$ cat config.mk
export PLATFORM = sky130hd
export DESIGN_NAME = xc20xx_cfg_loader
export DESIGN_NICKNAME = d
export VERILOG_FILES = /design/src/rtl/xc20xx_cfg_pkg.sv /design/src/rtl/xc20xx_cfg_frame_sr.sv /design/src/rtl/xc20xx_cfg_loader.sv
export SDC_FILE = /design/constraint.sdc
export NUM_CORES = 1
export LEC_CHECK = 0
export CAP_MARGIN = 20
export CELL_PAD_IN_SITES_DETAIL_PLACEMENT = 1
export CELL_PAD_IN_SITES_GLOBAL_PLACEMENT = 1
export CORE_AREA = 3 3 99 124
export DETAILED_ROUTE_END_ITERATION = 6
export DIE_AREA = 0 0 102 127
export GPL_TIMING_DRIVEN = 0
export PLACE_DENSITY_LB_ADDON = 0.1
export SETUP_SLACK_MARGIN = 0.1
export SLEW_MARGIN = 20
export SYNTH_ARGS = -nofsm -noshare
export SYNTH_HDL_FRONTEND = slang
export SYNTH_SLANG_ARGS = --single-unit
$ cat constraint.sdc
create_clock -name K -period 7.95 [get_ports K]
set_input_delay 1.59 -clock K [delete_from_list [all_inputs] [get_ports K]]
set_output_delay 1.59 -clock K [all_outputs]
set_load 0.02 [all_outputs]
$ cat src/rtl/xc20xx_cfg_pkg.sv
// Shared definitions for the XC20XX slave-serial configuration loader:
// parser state encoding, stream framing constants and a pattern-bit helper.
package xc20xx_cfg_pkg;

    typedef enum logic [3:0] {
        ST_IDLE,
        ST_PRE,
        ST_LEN,
        ST_SYNC,
        ST_START,
        ST_DATA,
        ST_STOP,
        ST_DONE,
        ST_ERR
    } cfg_state_e;

    localparam logic [3:0] PREAMBLE  = 4'b0010;
    localparam logic [3:0] SYNC      = 4'b1111;
    localparam int         LEN_W     = 24;
    localparam int         STOP_BITS = 3;

    // Select one bit of a 4-bit framing pattern by its bit position.
    function automatic logic pattern_bit(input logic [3:0] pat, input logic [1:0] idx);
        return pat[idx];
    endfunction

endpackage

$ cat src/rtl/xc20xx_cfg_frame_sr.sv
// Frame shift register with its bit counter. Bits enter at the LSB and move
// toward the MSB, so after WIDTH shifts the first received bit sits at the MSB.
// done is high while the next shift completes the frame, letting the parser
// leave the data phase on the same accepted bit.
module xc20xx_cfg_frame_sr #(
    parameter int WIDTH = 71
) (
    input  logic             clk,
    input  logic             rst,
    input  logic             shift,
    input  logic             clear,
    input  logic             din,
    output logic             done,
    output logic [WIDTH-1:0] data
);

    localparam int CW = $clog2(WIDTH + 1);

    logic [CW-1:0] cnt;

    // Clear before each frame, otherwise shift one accepted data bit in.
    always_ff @(posedge clk or posedge rst) begin
        if (rst) begin
            data <= '0;
            cnt  <= '0;
        end else if (clear) begin
            data <= '0;
            cnt  <= '0;
        end else if (shift) begin
            data <= {data[WIDTH-2:0], din};
            cnt  <= cnt + CW'(1);
        end
    end

    assign done = (cnt == CW'(WIDTH - 1));

endmodule

$ cat src/rtl/xc20xx_cfg_loader.sv
// XC20XX slave-serial configuration loader. Parses idle/preamble/length/sync,
// then assembles NUM_FRAMES frames and strobes each into configuration memory.
// Optional build macro XC20XX_CFG_PARITY_EN: the first stop bit of each frame
// carries even parity over the frame data instead of a fixed 1.
// Handshake: a DIN bit is consumed on a rising K edge only when DIN_VALID is
// high; with DIN_VALID low nothing in the parser moves.
module xc20xx_cfg_loader
    import xc20xx_cfg_pkg::*;
#(
    parameter int FRAME_BITS = 71,
    parameter int NUM_FRAMES = 160,
    parameter int ADDR_W     = 8
) (
    input  logic                  K,
    input  logic                  RST,
    input  logic                  DIN,
    input  logic                  DIN_VALID,
    output logic [FRAME_BITS-1:0] FRAME_DATA,
    output logic [ADDR_W-1:0]     FRAME_ADDR,
    output logic                  FRAME_WE,
    output logic                  DONE,
    output logic                  ERR
);

    localparam int               CNT_W      = 5;
    localparam logic [LEN_W-1:0] LEN_EXPECT = LEN_W'(NUM_FRAMES * (FRAME_BITS + 1 + STOP_BITS));
    localparam logic [ADDR_W-1:0] LAST_ADDR = ADDR_W'(NUM_FRAMES - 1);

    cfg_state_e       state, state_next;
    logic [CNT_W-1:0] cnt, cnt_next;
    logic [LEN_W-1:0] len_sr, len_next, len_shifted;
    logic [ADDR_W-1:0] addr;
    logic             we_q, we_next;
    logic             done_q, err_q;
    logic             sr_shift, sr_clear, sr_done;
    logic             stop_exp;
    logic [FRAME_BITS-1:0] frame_q;

    xc20xx_cfg_frame_sr #(
        .WIDTH(FRAME_BITS)
    ) u_frame_sr (
        .clk  (K),
        .rst  (RST),
        .shift(sr_shift),
        .clear(sr_clear),
        .din  (DIN),
        .done (sr_done),
        .data (frame_q)
    );

    // Expected value of the stop bit currently being received.
    always_comb begin
        stop_exp = 1'b1;
`ifdef XC20XX_CFG_PARITY_EN
        if (cnt == '0) stop_exp = ^frame_q;
`endif
    end

    // State register.
    always_ff @(posedge K or posedge RST) begin
        if (RST) state <= ST_IDLE;
        else     state <= state_next;
    end

    // Next-state decode; only an accepted bit moves the parser.
    always_comb begin
        state_next  = state;
        cnt_next    = cnt;
        len_next    = len_sr;
        len_shifted = {len_sr[LEN_W-2:0], DIN};
        sr_shift    = 1'b0;
        sr_clear    = 1'b0;
        we_next     = 1'b0;
        if (DIN_VALID) begin
            case (state)
                ST_IDLE: begin
                    if (!DIN) begin
                        state_next = ST_PRE;
                        cnt_next   = '0;
                    end
                end
                ST_PRE: begin
                    // Leading 0 of the preamble was consumed in IDLE.
                    if (DIN != pattern_bit(PREAMBLE, 2'd2 - cnt[1:0])) begin
                        state_next = ST_ERR;
                    end else if (cnt == CNT_W'(2)) begin
                        state_next = ST_LEN;
                        cnt_next   = '0;
                    end else begin
                        cnt_next = cnt + CNT_W'(1);
                    end
                end
                ST_LEN: begin
                    len_next = len_shifted;
                    if (cnt == CNT_W'(LEN_W - 1)) begin
                        cnt_next   = '0;
                        state_next = (len_shifted == LEN_EXPECT) ? ST_SYNC : ST_ERR;
                    end else begin
                        cnt_next = cnt + CNT_W'(1);
                    end
                end
                ST_SYNC: begin
                    if (DIN != pattern_bit(SYNC, 2'd3 - cnt[1:0])) begin
                        state_next = ST_ERR;
                    end else if (cnt == CNT_W'(3)) begin
                        state_next = ST_START;
                        cnt_next   = '0;
                    end else begin
                        cnt_next = cnt + CNT_W'(1);
                    end
                end
                ST_START: begin
                    if (DIN) begin
                        state_next = ST_ERR;
                    end else begin
                        state_next = ST_DATA;
                        sr_clear   = 1'b1;
                    end
                end
                ST_DATA: begin
                    sr_shift = 1'b1;
                    if (sr_done) begin
                        state_next = ST_STOP;
                        cnt_next   = '0;
                    end
                end
                ST_STOP: begin
                    if (DIN != stop_exp) begin
                        state_next = ST_ERR;
                    end else if (cnt == CNT_W'(STOP_BITS - 1)) begin
                        we_next    = 1'b1;
                        cnt_next   = '0;
                        state_next = (addr == LAST_ADDR) ? ST_DONE : ST_START;
                    end else begin
                        cnt_next = cnt + CNT_W'(1);
                    end
                end
                default: ;
            endcase
        end
    end

    // Datapath registers, strobe, sticky flags and frame address.
    always_ff @(posedge K or posedge RST) begin
        if (RST) begin
            cnt    <= '0;
            len_sr <= '0;
            addr   <= '0;
            we_q   <= 1'b0;
            done_q <= 1'b0;
            err_q  <= 1'b0;
        end else begin
            cnt    <= cnt_next;
            len_sr <= len_next;
            we_q   <= we_next;
            done_q <= (state_next == ST_DONE);
            err_q  <= (state_next == ST_ERR);
            // Address moves on after the strobe cycle; it parks on the last frame.
            if (we_q && addr != LAST_ADDR) addr <= addr + ADDR_W'(1);
        end
    end

    assign FRAME_DATA = frame_q;
    assign FRAME_ADDR = addr;
    assign FRAME_WE   = we_q;
    assign DONE       = done_q;
    assign ERR        = err_q;

endmodule
After elaboration in Yosys (flattened, before gate mapping)
Cells that the tools add are included.

Word-level logic and storage cells: 84. Bits in registers: 121. Output and inout port bits: 82. Input bits: 4.

Reductions and logical operators: 6. Magnitude comparators: 2. Muxes and demuxes: 40. Eq/ne operators: 22. Add/subtract/negate cells: 5.

Operators by type and width (number): 71-bit two-way mux (2); 4-bit two-way mux (12); 5-bit two-way mux (8); 5-bit one-hot mux with 6 select lines (1); 4-bit one-hot mux with 7 select lines (1); 24-bit by 14-bit equality test with 1-bit output, second input constant (1); 4-bit by 3-bit equality test with 1-bit output, second input constant (4); 7-bit two-way mux (2); 1-bit two-way mux (11); 5-bit by 2-bit equality test with 1-bit output, second input constant (2); 2-bit inequality test, second input constant (5); 8-bit by 1-bit adder with 8-bit output, second input constant (1); 4-bit by 2-bit equality test with 1-bit output, second input constant (2); 8-bit equality test, second input constant (1); 8-bit inequality test, second input constant (1); 7-bit by 1-bit adder with 7-bit output, second input constant (1); 7-bit equality test, second input constant (1); 7-bit AND reduction (1); 2-bit by 3-bit less-than comparator with 1-bit output, second input constant (2); 6-bit nonzero test (1); 5-bit by 1-bit adder with 5-bit output, second input constant (1); 5-bit equality test, second input constant (1); 1-bit binary-select mux with 2-bit select (2); 4-bit by 1-bit equality test with 1-bit output, second input constant (1); other kinds (8) (10).

Longest topological paths before layout
Depth after elaboration: 8. Gate-level depth with buffers: 8. Gate-level depth less buffers: 7.

By module
A second synthesis with hierarchy kept.

Cells, all modules: 487. Area, all modules: 5526.6 um^2.

By module, submodules not included: xc20xx_cfg_frame_sr (seq. area each 1951.9 um^2, instances 1, cells each 265, area an instance 3209.3 um^2); xc20xx_cfg_loader (seq. area each 1076.0 um^2, instances 1, cells each 222, area an instance 2317.2 um^2).

Worst setup path before layout
No wires, ideal clock.

Path kind: input port to flip-flop. Start: input port DIN_VALID. End: register u_frame_sr.cnt[6]. Data required time: 7873 ps. Setup slack: 4924 ps. Stages: 6. Arrival time: 2949 ps. Buffers on the path: 1. Cell sequence: nand3b_2 a211o_1 clkbuf_1 or3_1 or3_1 a21oi_1.

Word-level cells in the longest chain between the ends: 2. Elaborated cells between the ends (all ways): 4.

Ends and longest elaborated chain: start, declared (RTL line xc20xx_cfg_loader.sv:17) `input logic DIN_VALID,`; 1-bit two-way mux (RTL line xc20xx_cfg_loader.sv:74) `if (DIN_VALID) begin`; 7-bit two-way mux / 2-bit nonzero test (equally long branches); end signal, assigned (RTL line xc20xx_cfg_frame_sr.sv:31) `cnt <= cnt + CW'(1);`; end, declared (RTL line xc20xx_cfg_frame_sr.sv:19) `logic [CW-1:0] cnt;`.

Several ways; a longest one is shown, not always the timed one. A chain may end at the register's enable or synchronous reset.

Worst setup path after layout
Start: input port DIN. End: register done_q (netlist: DONE).

Word-level cells in the longest chain between the ends: 6. Elaborated cells between the ends (all ways): 13.

Ends and longest elaborated chain: start, declared (RTL line xc20xx_cfg_loader.sv:16) `input logic DIN,`; 24-bit by 14-bit equality test with 1-bit output (RTL line xc20xx_cfg_loader.sv:97) `state_next = (len_shifted == LEN_EXPECT) ? ST_SYNC : ST_ERR;`; 4-bit two-way mux (RTL line xc20xx_cfg_loader.sv:97); 4-bit two-way mux (RTL line xc20xx_cfg_loader.sv:95) `if (cnt == CNT_W'(LEN_W - 1)) begin`; 4-bit one-hot mux with 7 select lines (*) (RTL line xc20xx_cfg_loader.sv:75) `case (state)`; 4-bit two-way mux (*) (RTL line xc20xx_cfg_loader.sv:74); 4-bit by 3-bit equality test with 1-bit output (*) (RTL line xc20xx_cfg_loader.sv:156) `done_q <= (state_next == ST_DONE);`; end signal, assigned (RTL line xc20xx_cfg_loader.sv:156); end, declared (RTL line xc20xx_cfg_loader.sv:34) `logic done_q, err_q;`.

Every way passes the cells marked *; elsewhere a longest branch is shown, timed or not.

==> summary.md <==
| Metric | Value |
|---|---|
| Net count after synthesis | 416 |
| RSZ-0062 raised after global routing | no |
| Utilization after layout | 60.3% |
| Via count | 3782 |
| ANT nets after route | 0 |
| Total CTS buffers | 17 |
| Post-synth EDFFs | 0 |
| Cell count along the critical path | 6 |
| Worst-Skew Late Latency | 410 ps |
| Post-layout min period | 3630 ps |
| Ys flop type | dfrtp_1 |
| Row cnt | 43 |
| Net Sw Power | 0.000420 W |
| Setup TNS | 0 ps |
| CP max FO | 7 |
| Final hold vios | 0 |
| Kind of cell adding the most delay to the critical path | compound AO/OA/AOI/OAI gates |
| Total wire length | 12700 µm |
| Post-synth ARST share | 100% |
| Worst min path class | flip-flop to flip-flop |
| GPL Wtd Cong | 0.849 |
| Period utilisation layout | 45.7% |
| Gate power share | 12.9% |
| Synth Cell Area | 0.00511 mm² |
| Fin Clk Skew | 4.74 ps |
| # Max-Cap Violations | 0 |
| Layout Nets | 521 |
| Die Ht | 127 µm |
| Area share of the largest cell type after synthesis | 59.3% |
| Clk sinks | 121 |
| Post-CTS Setup Inserts | 0 |
| DRT iter0 DRCs | 151 |
| Endpoints failing setup | 0 |
| P&R area growth vs syn | 32.2% |
| Drt via density | 5.75 |
| Core area | 0.0112 mm² |
| Worst Path Required | 8290 ps |
| H-tree level count | 4 |
| Drt first pass iters | 4 |
| Share of layout cells above drive strength 1 | 13.0% |
| Pre-CTS setup slack | 4020 ps |
| CP Capture Type | flip-flop |
| Worst-case clock buffer depth | 2 |
| Slew HR | 47.0% |
| Library cells used by synthesis | 57 |
| Syn avg cell area | 12.6 µm² |
| Setup crit start kind | input pin |
| Clock power share | 46.3% |
| CP max stage delay | 640 ps |
| Final WS setup | 4320 ps |
| CP bufs+invs | 1 |
| Initial antenna violation count | 0 |
| Post_cts resized | 0 |
| First-pass GRT wire length | 21300 µm |
| WP data arrival | 3970 ps |
| Slew Viols, Final | 0 |
| Worst-case reg-to-reg path depth | 7 |
| Maximum clock rate | 0.275 GHz |
| Leakage | 3.03 nW |
| CTS tree | yes |
| Crit path max-delay cell type | a221oi_1 |
| Worst slew pin tran | 791 ps |
| GRT Residual Overflow | 0 |
| Net Sw Frac | 25.6% |
| Largest net degree at the start of global routing | 69 |
| Routed len/inst | 19.4 µm |
| CTS Root Cell | clkbuf_16 |
| Int Power | 0.00122 W |
| Synthesized instance count | 406 |
| GRT Total Usage | 20.9% |
| Hold depth | 1 |
| Max VDD drop | 0.000119 V |
| Worst Hold Slack | 504 ps |
| Area leader, netlist | dfrtp_1 |
| Sequential power share | 40.8% |
| Synth Register Bits | 121 |
| Power per cell area | 243 mW/mm² |
| Die area | 0.0130 mm² |
| Crit-path cells | clkdlybuf4s50_1, nor4_1, nand4_1, or2_0, a221oi_1, o2111a_1 |
| Largest cells by area after synthesis | dfrtp_1 (59%), a22o_1 (12%), mux2_2 (5.5%), clkbuf_1 (1.8%), ha_1 (1.5%) |
| Port Buffer Count | 85 |
| Initial Util | 45.7% |
| Number of global-route vias before repair | 4228 |
| Number of hold buffers added after CTS | 0 |
| DIE WIDTH | 102 µm |
| # fillers | 1142 |
| Detailed placer's ending HPWL | 8360 µm |
| N_diodes | 0 |
| Register area share after synthesis | 59.3% |
| I/O pin cnt | 86 |
| Residual DRC count | 0 |
| Synth Warn # | 0 |
| CTS clk-pin slew, worst paths | 50 ps |
| Status | finished, final reports clean |
| Kind of critical path | input pin to flip-flop |
-- power groups by stage --
stage / clock, W / combinational [W] / sequential [W]
2_1_floorplan: 0 / 0.000150 / 0.000674
3_3_place_gp: 0 / 0.000198 / 0.000678
3_5_place_dp: 0 / 0.000208 / 0.000679
4_1_cts: 0.000772 / 0.000212 / 0.000670
5_1_grt: 0.000802 / 0.000232 / 0.000674
6_report: 0.000760 / 0.000211 / 0.000670
-- stage by stage --
step | power, W | area [µm²] | std cells
after global placement | 0.000876 | 6130 | 626
after global routing | 0.00171 | 6750 | 658
after floorplan | 0.000824 | 5110 | 406
final | 0.00164 | 6750 | 658
after detailed placement | 0.000887 | 6160 | 627
after CTS | 0.00165 | 6750 | 658
-- sequential cells by signal (all words and copies together) (netlist names) --
signal	flops
DONE	1
FRAME_WE	1
ERR	1
state	4
len_sr	23
cnt	5
u_frame_sr.cnt	7
u_frame_sr.data	71
FRAME_ADDR	8
-- cell type report --
cell class | count | area [µm²] | share of cell area [%]
multi-input cells | 249 | 1940 | 28.8
clock inverters | 7 | 90.1 | 1.33
repair buffers | 86 | 878 | 13.0
inverters | 10 | 42.5 | 0.630
well taps | 135 | 169 | 2.50
plain buffers | 26 | 100 | 1.48
clock buffers | 24 | 502 | 7.43
flip-flops and latches | 121 | 3030 | 44.8
-- worst paths after layout --
| kind | slack (ps) | start | endpoint |
|---|---|---|---|
| setup / recovery | 4320 | DIN | DONE |
| hold / removal | 500 | FRAME_ADDR[7] | FRAME_ADDR[7] |
| setup reg to reg | 5470 | cnt[0] | ERR |
| hold reg to reg | 500 | FRAME_ADDR[7] | FRAME_ADDR[7] |
| max in group asynchronous | 5650 | RST | cnt[1] |
| min in group asynchronous | 1610 | RST | u_frame_sr.data[42] |
-- cell usage in the layout (no fill, tap or decap), drive strengths merged, types with 2 or more instances in the layout --
| cell type | instances |
|---|---|
| or2 | 5 |
| nor2b | 3 |
| clkinv | 3 |
| nand2b | 6 |
| nand2 | 20 |
| o21ai | 9 |
| clkinvlp | 2 |
| nor4 | 7 |
| and3 | 2 |
| nand4 | 5 |
| o221ai | 2 |
| nor3 | 4 |
| inv | 10 |
| nor2 | 14 |
| dfrtp | 121 |
| o211ai | 2 |
| xnor2 | 7 |
| o31ai | 4 |
| ha | 6 |
| a22o | 70 |
| nor3b | 3 |
| nand4b | 4 |
| clkbuf | 48 |
| nand3 | 5 |
| bufinv | 2 |
| a21oi | 7 |
| buf | 3 |
| or3 | 4 |
| clkdlybuf4s50 | 85 |
| nand3b | 2 |
| o31a | 2 |
| a221oi | 2 |
| mux2 | 25 |
| or4b | 4 |
| nor4b | 3 |
| xor2 | 4 |
-- cell usage after synthesis (all sizes together) (5+ instances only) --
| library cell | instances |
|---|---|
| mux2 | 25 |
| nand4 | 5 |
| nand2 | 20 |
| inv | 10 |
| a22o | 70 |
| ha | 6 |
| o21ai | 9 |
| nand3 | 5 |
| a21oi | 7 |
| or2 | 5 |
| dfrtp | 121 |
| nor4 | 7 |
| nand2b | 6 |
| xnor2 | 7 |
| clkbuf | 24 |
| nor2 | 14 |
-- layer usage --
| layer | wire (µm) | vias up | track usage [%] |
|---|---|---|---|
| met2 | 6580 | 80 | 35.2 |
| met3 | 469 | 19 | 5.19 |
| li1 | - | 1730 | - |
| met5 | 0 | - | 0 |
| met4 | 233 | 0 | 7.34 |
| met1 | 5460 | 1953 | 25.9 |
-- cell families after synthesis --
group	count (synthesis)	share of synthesized area, %
flip-flops	121	59.3
multiplexers	26	5.71
XOR/XNOR	11	1.89
adder cells (fa/ha/maj)	6	1.47
buffers and inverters	36	2.69
AND/OR/NAND/NOR	94	10.7
AO/OA/AOI/OAI	112	18.2
-- worst reg2reg max path: cells and delay by family, from the launching register on --
family / cells / cell delay (ps)
fa+ha+maj: 1 / 190
buf+inv: 1 / 100
simple gates: 3 / 1020
compound gates: 2 / 660
flops: 1 / 420
(Power assumes the default switching activity.)
